$ cat src/rtl/dvp_pixel_packer.sv
// DVP pixel packer: crops the incoming RGB565 stream to a window, pairs pixels
// into 32-bit words and queues them with frame markers in a fall-through FIFO.
module dvp_pixel_packer #(
  parameter int FIFO_DEPTH = 16,
  parameter int X_START    = 0,
  parameter int Y_START    = 0,
  parameter int CROP_W     = 16,
  parameter int CROP_H     = 12
) (
  input  logic        PCLK,
  input  logic        Rst_n,
  input  logic        DataValid,
  input  logic [15:0] DataPixel,
  input  logic        DataVs,
  input  logic [11:0] Xaddr,
  input  logic [11:0] Yaddr,
  input  logic        out_ready,
  output logic        out_valid,
  output logic [31:0] out_data,
  output logic        out_sof,
  output logic        out_eof,
  output logic        Overflow,
  output logic [7:0]  FrameCnt
);
  // state   | meaning
  // WAIT_VS | after reset, waiting for the first frame start
  // ACTIVE  | capturing and pairing pixels inside the crop window
  // DROP    | a word was lost; pixels ignored until the next frame start
  typedef enum logic [1:0] {WAIT_VS, ACTIVE, DROP} state_t;

  localparam int          PW      = $clog2(FIFO_DEPTH);
  localparam logic [PW:0] DEPTH_C = (PW+1)'(FIFO_DEPTH);
  localparam logic [PW:0] CNT_ONE = (PW+1)'(1);
  localparam logic [PW-1:0] PTR_ONE = PW'(1);
  localparam logic [11:0] X_LO    = 12'(X_START);
  localparam logic [11:0] Y_LO    = 12'(Y_START);
  localparam logic [11:0] W_C     = 12'(CROP_W);
  localparam logic [11:0] H_C     = 12'(CROP_H);
  localparam logic [11:0] X_LAST  = 12'(CROP_W - 1);
  localparam logic [11:0] Y_LAST  = 12'(CROP_H - 1);

  state_t          state_q, state_d;
  logic            vs_q;
  logic            phase_q;
  logic [15:0]     low_q;
  logic            sof_armed_q;
  logic [33:0]     mem [FIFO_DEPTH];
  logic [PW-1:0]   wr_ptr_q, rd_ptr_q;
  logic [PW:0]     count_q;
  logic            overflow_q;
  logic [7:0]      frame_cnt_q;

  logic            frame_start, in_win, pix_take, push, pop, push_ok, push_drop, push_eof;
  logic [11:0]     x_off, y_off;
  logic [33:0]     push_word, head;

  // Offsets wrap below the window start, so one unsigned compare covers both bounds.
  assign x_off       = Xaddr - X_LO;
  assign y_off       = Yaddr - Y_LO;
  assign frame_start = DataVs & ~vs_q;
  assign in_win      = (x_off < W_C) && (y_off < H_C);
  assign pix_take    = (state_q == ACTIVE) && !frame_start && DataValid && in_win;
  assign push        = pix_take && phase_q;
  assign pop         = (count_q != '0) && out_ready;
  assign push_ok     = push && ((count_q < DEPTH_C) || pop);
  assign push_drop   = push && !push_ok;
  assign push_eof    = (x_off == X_LAST) && (y_off == Y_LAST);
  assign push_word   = {DataPixel, low_q, sof_armed_q, push_eof};

  always_comb begin
    state_d = state_q;
    case (state_q)
      WAIT_VS: if (frame_start) state_d = ACTIVE;
      ACTIVE:  if (frame_start) state_d = ACTIVE;
               else if (push_drop) state_d = DROP;
      DROP:    if (frame_start) state_d = ACTIVE;
      default: state_d = WAIT_VS;
    endcase
  end

  always_ff @(posedge PCLK or negedge Rst_n) begin
    if (!Rst_n) begin
      state_q     <= WAIT_VS;
      vs_q        <= 1'b0;
      phase_q     <= 1'b0;
      low_q       <= '0;
      sof_armed_q <= 1'b0;
      wr_ptr_q    <= '0;
      rd_ptr_q    <= '0;
      count_q     <= '0;
      overflow_q  <= 1'b0;
      frame_cnt_q <= '0;
    end else begin
      state_q <= state_d;
      vs_q    <= DataVs;
      if (frame_start) begin
        phase_q     <= 1'b0;
        sof_armed_q <= 1'b1;
      end else begin
        if (pix_take) begin
          phase_q <= ~phase_q;
          if (!phase_q) low_q <= DataPixel;
        end
        if (push_ok) sof_armed_q <= 1'b0;
      end
      if (push_drop) overflow_q <= 1'b1;
      if (push_ok && push_eof) frame_cnt_q <= frame_cnt_q + 8'd1;
      if (push_ok) wr_ptr_q <= wr_ptr_q + PTR_ONE;
      if (pop) rd_ptr_q <= rd_ptr_q + PTR_ONE;
      case ({push_ok, pop})
        2'b10:   count_q <= count_q + CNT_ONE;
        2'b01:   count_q <= count_q - CNT_ONE;
        default: count_q <= count_q;
      endcase
    end
  end

  always_ff @(posedge PCLK) begin
    if (push_ok) mem[wr_ptr_q] <= push_word;
  end

  // Outputs are gated by occupancy so reset forces them to zero without clearing storage.
  assign head      = mem[rd_ptr_q];
  assign out_valid = (count_q != '0);
  assign out_data  = out_valid ? head[33:2] : '0;
  assign out_sof   = out_valid & head[1];
  assign out_eof   = out_valid & head[0];
  assign Overflow  = overflow_q;
  assign FrameCnt  = frame_cnt_q;
endmodule
$ cat config.mk
export PLATFORM = sky130hd
export DESIGN_NAME = dvp_pixel_packer
export DESIGN_NICKNAME = d
export VERILOG_FILES = /design/src/rtl/dvp_pixel_packer.sv
export SDC_FILE = /design/constraint.sdc
export NUM_CORES = 1
export LEC_CHECK = 0
export ABC_AREA = 1
export BUFFER_PORTS_ARGS = -buffer_cell sky130_fd_sc_hd__buf_2
export CORE_MARGIN = 1
export CORE_UTILIZATION = 40
export DETAILED_ROUTE_END_ITERATION = 7
export SLEW_MARGIN = 0
export SYNTH_ARGS = -nofsm -noshare
export SYNTH_HDL_FRONTEND = slang
export SYNTH_SLANG_ARGS = --single-unit
export TNS_END_PERCENT = 1
$ cat constraint.sdc
create_clock -name PCLK -period 6 [get_ports PCLK]
set_input_delay 0.9 -clock PCLK [delete_from_list [all_inputs] [get_ports PCLK]]
set_output_delay 0.9 -clock PCLK [all_outputs]
set_load 0.005 [all_outputs]
* Yosys cells after proc, flatten, opt, wreduce, memory -nomap -nowiden
Memory sizes are Yosys's and may differ from the RTL's.
Cells that the tools add are included.
** Word-level totals
- Register bits :: 43
- RAM bits :: 544
- Input bits :: 45
- Memories kept :: 1
- Memory bits (read-only) :: 0
- Output and inout port bits :: 44
- Bits in latches :: 0
** Memories
- mem :: words 16, width 34, rd ports 1, clocked after memory_dff 0, wr ports 1, line 47 : logic [33:0] mem [FIFO_DEPTH];
** Cells by class
- Divide/modulo/power cells :: 0
- Multipliers :: 0
- Bitwise logic cells :: 6
- Multiplexer cells :: 12
- $add $sub $neg :: 5
- Shift operators :: 0
- Order comparisons :: 3
- Equal/unequal tests :: 8
- Reduce and logical (&&, ||, !) cells :: 21
** Operators with widths (number)
- two-way mux 32 bit :: 1
- == test 12 x 4 -> 1 bit, second input constant :: 2
- less-than comparator 12 x 4 -> 1 bit, second input constant :: 1
- less-than comparator 12 x 5 -> 1 bit, second input constant :: 1
- logical AND 1 bit :: 10
- one-hot mux 5 bit (2 select lines) :: 1
- adder 4 x 1 -> 4 bit, second input constant :: 2
- adder 8 x 1 -> 8 bit, second input constant :: 1
- two-way mux 1 bit :: 6
- two-way mux 2 bit :: 3
- nonzero test 2 bit :: 3
- adder 5 x 1 -> 5 bit, second input constant :: 1
- less-than comparator 5 bit, second input constant :: 1
- nonzero test 5 bit :: 1
- subtractor 5 x 1 -> 5 bit, second input constant :: 1
- == test 2 x 1 -> 1 bit, second input constant :: 2
- == test 2 bit, second input constant :: 2
- one-hot mux 2 bit (2 select lines) :: 1
- AND 1 bit :: 3
- inequality test 3 bit, second input constant :: 1
- inverter 1 bit :: 3
- AND reduction 3 bit :: 1
- zero test 1 bit :: 2
- zero test 2 bit :: 1
- other kinds (4) :: 4

* Longest topological paths before layout
Gate-level depths: netlist of the first run.
- Depth after elaboration :: 13
- Gate-level depth with buffers :: 18
- Gate-level depth less buffers :: 18

* Worst setup path after synthesis of the first run
OpenSTA, ideal clock, no wires.
- Path kind :: input to register
- Start point :: input port DataVs
- End point :: memory mem[0][0], enable pin
- Setup slack :: 2.408 ns
- Arrival time :: 3.167 ns
- Library setup time :: 0.425 ns
- Required time :: 5.575 ns
- Path buffers :: 1
- Stages :: 8
- Cells stage by stage :: nand2_1 > nand2_1 > nor2_2 > nand4_1 > nor2_1 > buf_4 > nand2_2 > nor2_1
** Between the ends
- Word-level cells in the longest chain between the ends :: 9
** RTL lines
- start, declared :: line 14 : input logic DataVs,
- AND 1 bit :: line 60 : assign frame_start = DataVs & ~vs_q;
- zero test 1 bit :: line 62 : assign pix_take = (state_q == ACTIVE) && !frame_start && DataValid && in_win;
- logical AND 1 bit (3 in a row) :: line 62
- logical AND 1 bit :: line 63 : assign push = pix_take && phase_q;
- logical AND 1 bit :: line 65 : assign push_ok = push && ((count_q < DEPTH_C) || pop);
- two-way mux 1 bit :: line 119 : if (push_ok) mem[wr_ptr_q] <= push_word;
- two-way mux 1 bit (implied by the code) :: line 119
- end, declared :: line 47
No other way between the ends.

* Worst setup path after layout of the first run
- Start point :: register rd_ptr_q[0]
- End point :: output port out_data[26]
** Between the ends
- Word-level cells in the longest chain between the ends :: 2
** RTL lines
- start, declared :: line 48 : logic [PW-1:0] wr_ptr_q, rd_ptr_q;
- start signal, assigned :: line 109 : if (pop) rd_ptr_q <= rd_ptr_q + PTR_ONE;
- memory (16 x 34 bit)
- two-way mux 32 bit :: line 125 : assign out_data = out_valid ? head[33:2] : '0;
- end, declared :: line 19 : output logic [31:0] out_data,
No other way between the ends.

==> impl_metrics.yaml, run 1 <==
outcome:
  violations: "DRC"
  status: "finished with violations"
synthesis:
  synth_top_family_by_area: "simple AND/OR/NAND/NOR gates"
  ys.flop_type: "edfxtp_1"
  yosysWarnings: 0
  synth_most_common_cell: "nand2_1"
  ys_seq_area_frac: 0.726
  muxShareOfSynthArea: 0
  synth_common_cells: "nand2_1, edfxtp_1, nor2_1"
  synth.area.top_cells: "edfxtp_1, nand2_1, dfrtp_1, a21oi_1, nand3_1"
  syn_area_per_cell_um2: 11.9
  synthXorXnorAreaFrac: 0.00548
  ys_types: 28
  synth_seq_cells: 587
  yosysTopAreaCellShare: 0.681
  yosys.area_share.simple: 0.153
  synth_edf_count: 544
  synth_adder_area_share: 0.00522
  yosysTopAreaCell: "edfxtp_1"
  synth_nets: 2076
  syn_area_mm2: 0.0240
  synth_cells: 2021
  postSynth.asyncResetShare: 0.0733
  synth-compound-area-share: 0.0771
floorplan:
  die_w_um: 247
  design.core.area_mm2: 0.0591
  io_pins: 89
  row_count: 89
  die_h_um: 247
  start_util: 0.405
  die_area_mm2: 0.0609
detailed_routing:
  wl_met2_um: 28600
  vias: 15300
  drtAntennaViolNets: 0
  dr.pass1.iters: 7
  post_drt_wl_per_cell_um: 20.6
  vias_per_cell: 5.30
  top_layer: "met4"
  drt_iter0_drc: 1274
  drc: 6
  wirelength_um: 59500
  wirelength_met1_um: 26300
  dr_wl_met3_um: 2860
final_layout:
  antennaDiodeCount: 0
  drive_gt1_frac: 0.107
  finish.instance_area_mm2: 0.0270
  layout.nets: 2132
  utilization: 0.457
  instances_no_fill: 2893
  syn_to_final_growth_pct: 12.6
cts:
  cts_tree: "yes"
  insertion_delay_ps: 620
  cts.clk_slew.worst_paths_ps: 60
  hold_buffers: 0
  cts_repair_resize_count: 0
  numCtsBuffers: 56
  clk_root_buffer_cell: "clkbuf_16"
  post_cts_buffers: 0
  clock-sinks: 587
  cts_buffer_depth: 3
  htreeDepth: 2
placement:
  gp_congestion: 0.777
  dp_hpwl_um: 32400
  port_buffers: 88
  dpl_cell_area_mm2: 0.0252
  placed_cells: 2792
setup_path:
  rr_worst_depth: 8
  cp.depth: 9
  crit_path_end_kind: "primary output"
  critPathMaxFanout: 147
  cp_num_buf_inv: 3
  worst_path_dominant_cell_family: "buffers and inverters"
  r2r_slack_ps: 2500
  timing.critical_path.cells: "inv_8 -> buf_4 -> nand2_1 -> nand3_1 -> nand2_1 -> a21oi_1 -> o31ai_1 -> a21oi_1 -> buf_2"
  start_kind: "flip-flop"
  crit_arrival_ps: 3780
  r2r-end: "mem[14][28]"
  max_stage_delay_ps: 760
  worstReg2RegStart: "state_q[1]"
  slowest_stage: "dfrtp_4"
  crit_required_ps: 5100
  worstSetupPathType: "flip-flop to primary output"
sta:
  slew_headroom: 0.152
  skew_ps: 18.6
  drv_slew: 0
  worst_pin_slew_ps: 1270
  period_share: 0.779
  period_minus_slack_ps: 4680
  setup_viol: 0
  hold_violations: 0
  setup_tns_ps: 0
  rsz0062_at_grt: "false"
  fmax_ghz: 0.214
power_and_ir_drop:
  p_total_w: 0.0119
  vdd_drop_max_v: 0.000370
  powerDensity_mw_per_mm2: 440
  p_leak_nw: 9.62
min_path:
  hold_path_startpoint: "DataVs"
  whs_endpoint: "vs_q"
  worstHoldPathCells: 1
  hp-class: "input port to flip-flop"
grt:
  antenna_found_initial: 0
  grt_pass1_wl_um: 91400
  grt_overflow: 0
  grt_pass1_vias: 15200
  grt_max_degree: 210
  grt_use_total: 0.197
job:
  maxCapViolations: 0
cells in the final DEF (no fill, tap or decap), drive strengths merged:
cell type,count
nand2,563
edfxtp,544
nor2,178
a21oi,171
nand3,151
buf,117
o21ai,89
clkbuf,74
o31ai,69
inv,46
dfrtp,43
clkinv,21
nand4,12
xor2,10
ha,10
bufinv,6
xnor2,5
nand3b,3
o21bai,2
clkinvlp,2
a21boi,1
a31oi,1
nor3,1
and3,1
sequential cells by signal, indices dropped and copies added (netlist names):
signal / cells
FrameCnt: 8
Overflow: 1
count_q: 5
low_q: 16
mem: 544
phase_q: 1
rd_ptr_q: 4
sof_armed_q: 1
state_q: 2
vs_q: 1
wr_ptr_q: 4
layer usage:
layer	global-route usage	up-vias
met4	0.0684	0
met2	0.321	443
li1	-	7221
met5	0	-
met1	0.272	7573
met3	0.0240	98
worst max path at each step:
stage	start	slack [ps]	to
2_1_floorplan	DataVs	2410	mem[0][0]
3_3_place_gp	DataVs	1970	mem[14][30]
3_5_place_dp	DataVs	1830	mem[14][28]
4_1_cts	rd_ptr_q[0]	1310	out_data[26]
5_1_grt	rd_ptr_q[0]	1110	out_data[26]
6_report	rd_ptr_q[0]	1320	out_data[26]
power by group:
| group | total, W | switching [W] | internal, W |
|---|---|---|---|
| registers | 0.00458 | 0.000112 | 0.00447 |
| clock network | 0.00358 | 0.00152 | 0.00206 |
| logic | 0.00370 | 0.00255 | 0.00115 |
cells by family after synthesis:
| logic type | after synthesis |
|---|---|
| adders and majority gates | 10 |
| DFF | 587 |
| xor gates and xnor gates | 15 |
| and+or+nand+nor | 909 |
| buffers and inverters | 167 |
| AOI/OAI and AO/OA | 333 |
final cells by class:
cell class,instances,area [um2]
Fill cell,5276,32100
Sequential cell,587,17400
Multi-Input combinational cell,1267,5890
Clock buffer,74,1540
Tap cell,773,967
Timing Repair Buffer,117,696
Clock inverter,27,295
Inverter,48,190
per-stage QoR:
step	setup WS, ps	hold WS (ps)
floorplan	2410	430
global placement	1970	443
detailed placement	1830	456
CTS	1310	397
global route	1110	413
finish	1320	416
Power figures use the tool's default switching activity.
==> run 2: changes to the inputs <==
- ABC_AREA: 1 -> 0
- clock period: 6 -> 4.8 ns (I/O delays scaled with it)
==> impl_metrics.yaml, run 2 <==
synthesis:
  yosysTopAreaCell: "edfxtp_1"
  ys.flop_type: "edfxtp_1"
  syn_area_mm2: 0.0227
  synth_seq_cells: 587
  synth.area.top_cells: "edfxtp_1, mux4_2, dfrtp_1, mux2i_1, o22ai_1"
  yosysWarnings: 0
  syn_area_per_cell_um2: 22.3
  synth_common_cells: "edfxtp_1, mux4_2, mux2i_1"
  synth_cells: 1019
  ys_seq_area_frac: 0.767
  postSynth.asyncResetShare: 0.0733
  synth_nets: 1074
  ys_types: 46
  yosysTopAreaCellShare: 0.719
  synth_most_common_cell: "edfxtp_1"
  synth_edf_count: 544
min_path:
  hp-class: "input port to asynchronous set/reset pin"
detailed_routing:
  top_layer: "met4"
  wl_met2_um: 23800
  drt_iter0_drc: 1068
  dr.pass1.iters: 5
  drtAntennaViolNets: 0
  dr_wl_met3_um: 2980
  vias_per_cell: 5.49
  drc: 0
  post_drt_wl_per_cell_um: 26.0
  wirelength_um: 50600
  wirelength_met1_um: 22900
  vias: 10700
floorplan:
  start_util: 0.408
  die_area_mm2: 0.0577
  row_count: 86
  design.core.area_mm2: 0.0556
  die_w_um: 240
  io_pins: 89
  die_h_um: 240
final_layout:
  largest_register_ffs: 544
  finish.instance_area_mm2: 0.0263
  antennaDiodeCount: 0
  syn_to_final_growth_pct: 15.7
  instances_no_fill: 1950
  largest-register: "mem"
  drive_gt1_frac: 0.328
  final_cell_mix: "edfxtp_1, mux4_2, buf_2"
  final_common_cell: "edfxtp_1"
  layout.nets: 1208
  utilization: 0.472
placement:
  port_buffers: 88
  dpl_cell_area_mm2: 0.0243
  gp_congestion: 0.739
  placed_cells: 1841
  dp_hpwl_um: 30100
  dp_slack_ps: 1330
power_and_ir_drop:
  pwr-share-clk: 0.443
  vdd_drop_max_v: 0.000247
  power_frac_seq: 0.535
  power_frac_comb: 0.022
  swShare: 0.195
  p_int_w: 0.00837
  p_leak_nw: 9.00
  powerDensity_mw_per_mm2: 396
  switchingPower_w: 0.00203
sta:
  fmax_ghz: 0.251
  slew_headroom: 0.345
  drv_slew: 0
  fin_ws_ps: 819
  period_share: 0.829
  skew_ps: 25.3
  setup_viol: 0
  setup_tns_ps: 0
  rsz0062_at_grt: "false"
  period_minus_slack_ps: 3980
  hold_violations: 0
  worst_pin_slew_ps: 983
grt:
  grt_pass1_wl_um: 75200
  grt_pass1_vias: 11100
  grt_overflow: 0
  antenna_found_initial: 1
  grt_use_total: 0.182
  grt_max_degree: 58
setup_path:
  rr_worst_depth: 8
  worstSetupPathType: "flip-flop to primary output"
  max_stage_delay_ps: 1040
  critPathMaxFanout: 40
  start_kind: "flip-flop"
  crit_required_ps: 4080
  crit_arrival_ps: 3260
  crit_path_end_kind: "primary output"
  slowest_stage: "dfrtp_4"
  timing.critical_path.cells: "buf_4 -> mux4_2 -> mux2i_1 -> o22ai_1 -> buf_2"
cts:
  htreeDepth: 2
  cts_tree: "yes"
  insertion_delay_ps: 620
  clock-sinks: 587
  cts_buffer_depth: 3
  numCtsBuffers: 58
  hold_buffers: 0
  clk_root_buffer_cell: "clkbuf_16"
  cts_repair_resize_count: 0
  post_cts_buffers: 0
  cts.clk_slew.worst_paths_ps: 60
job:
  maxCapViolations: 0
outcome:
  status: "finished, final reports clean"
==> run 2: cell count changes after synthesis, sizes merged, moves of 39 or more <==
cell   previous run  this run
o21ai            89         5
a21oi           171         4
nand3           151         4
buf              68        29
mux2i             0        68
nor2            178         8
mux4              0       136
o31ai            69         0
nand2           563         8
==> run 2: worst max-delay path: cells and delay by family (launching register included) <==
family,cells,cell delay (ps)
AO/OA/AOI/OAI,1,140
buffers and inverters,2,600
flip-flops,1,1040
multiplexers,2,810
==> run 2: area by class of cell <==
class | instances | area (um2)
Fill cell | 4562 | 29400
Clock buffer | 78 | 1610
Multi-Input combinational cell | 369 | 5090
Tap cell | 748 | 936
Sequential cell | 587 | 17400
Inverter | 11 | 41.3
Clock inverter | 31 | 332
Timing Repair Buffer | 126 | 838
==> run 2: metal layers <==
metal,track usage,vias to the layer above
met2,0.284,335
li1,-,4530
met4,0.0494,0
met1,0.266,5766
met3,0.0312,71
met5,0,-
==> run 2: worst paths after layout <==
path                           endpoint  slack, ps         from
max                        out_data[10]        820  rd_ptr_q[0]
min                         FrameCnt[7]        190        Rst_n
max reg2reg                  mem[4][11]       1870   state_q[1]
min reg2reg                    Overflow        470     Overflow
max in group asynchronous   rd_ptr_q[3]       4140        Rst_n
min in group PCLK                  vs_q        230       DataVs
==> run 2: cell families (layout without fill, tap and decap cells) <==
kind of cell             after synthesis  count (layout)  synth area share
adder cells (fa/ha/maj)               10              10           0.00551
AO/OA/AOI/OAI                         50              50            0.0139
XOR/XNOR                              20              20           0.00771
multiplexers                         223             223             0.174
AND/OR/NAND/NOR                       66              66            0.0197
buffers and inverters                 63             246            0.0123
flip-flops                           587             587             0.767
==> run 2: per-stage QoR <==
stage	power (W)	hold WS, ps
after detailed placement	0.00591	458
after CTS	0.0105	193
after floorplan	0.00579	424
final	0.0104	192
after global routing	0.0107	211
after global placement	0.00591	451
==> run 2: power by group through the flow <==
stage	registers (W)	logic, W	clock network (W)
CTS	0.00556	0.000238	0.00470
global route	0.00556	0.000252	0.00488
floorplan	0.00566	0.000138	0
detailed placement	0.00567	0.000238	0
finish	0.00556	0.000232	0.00460
global placement	0.00567	0.000236	0
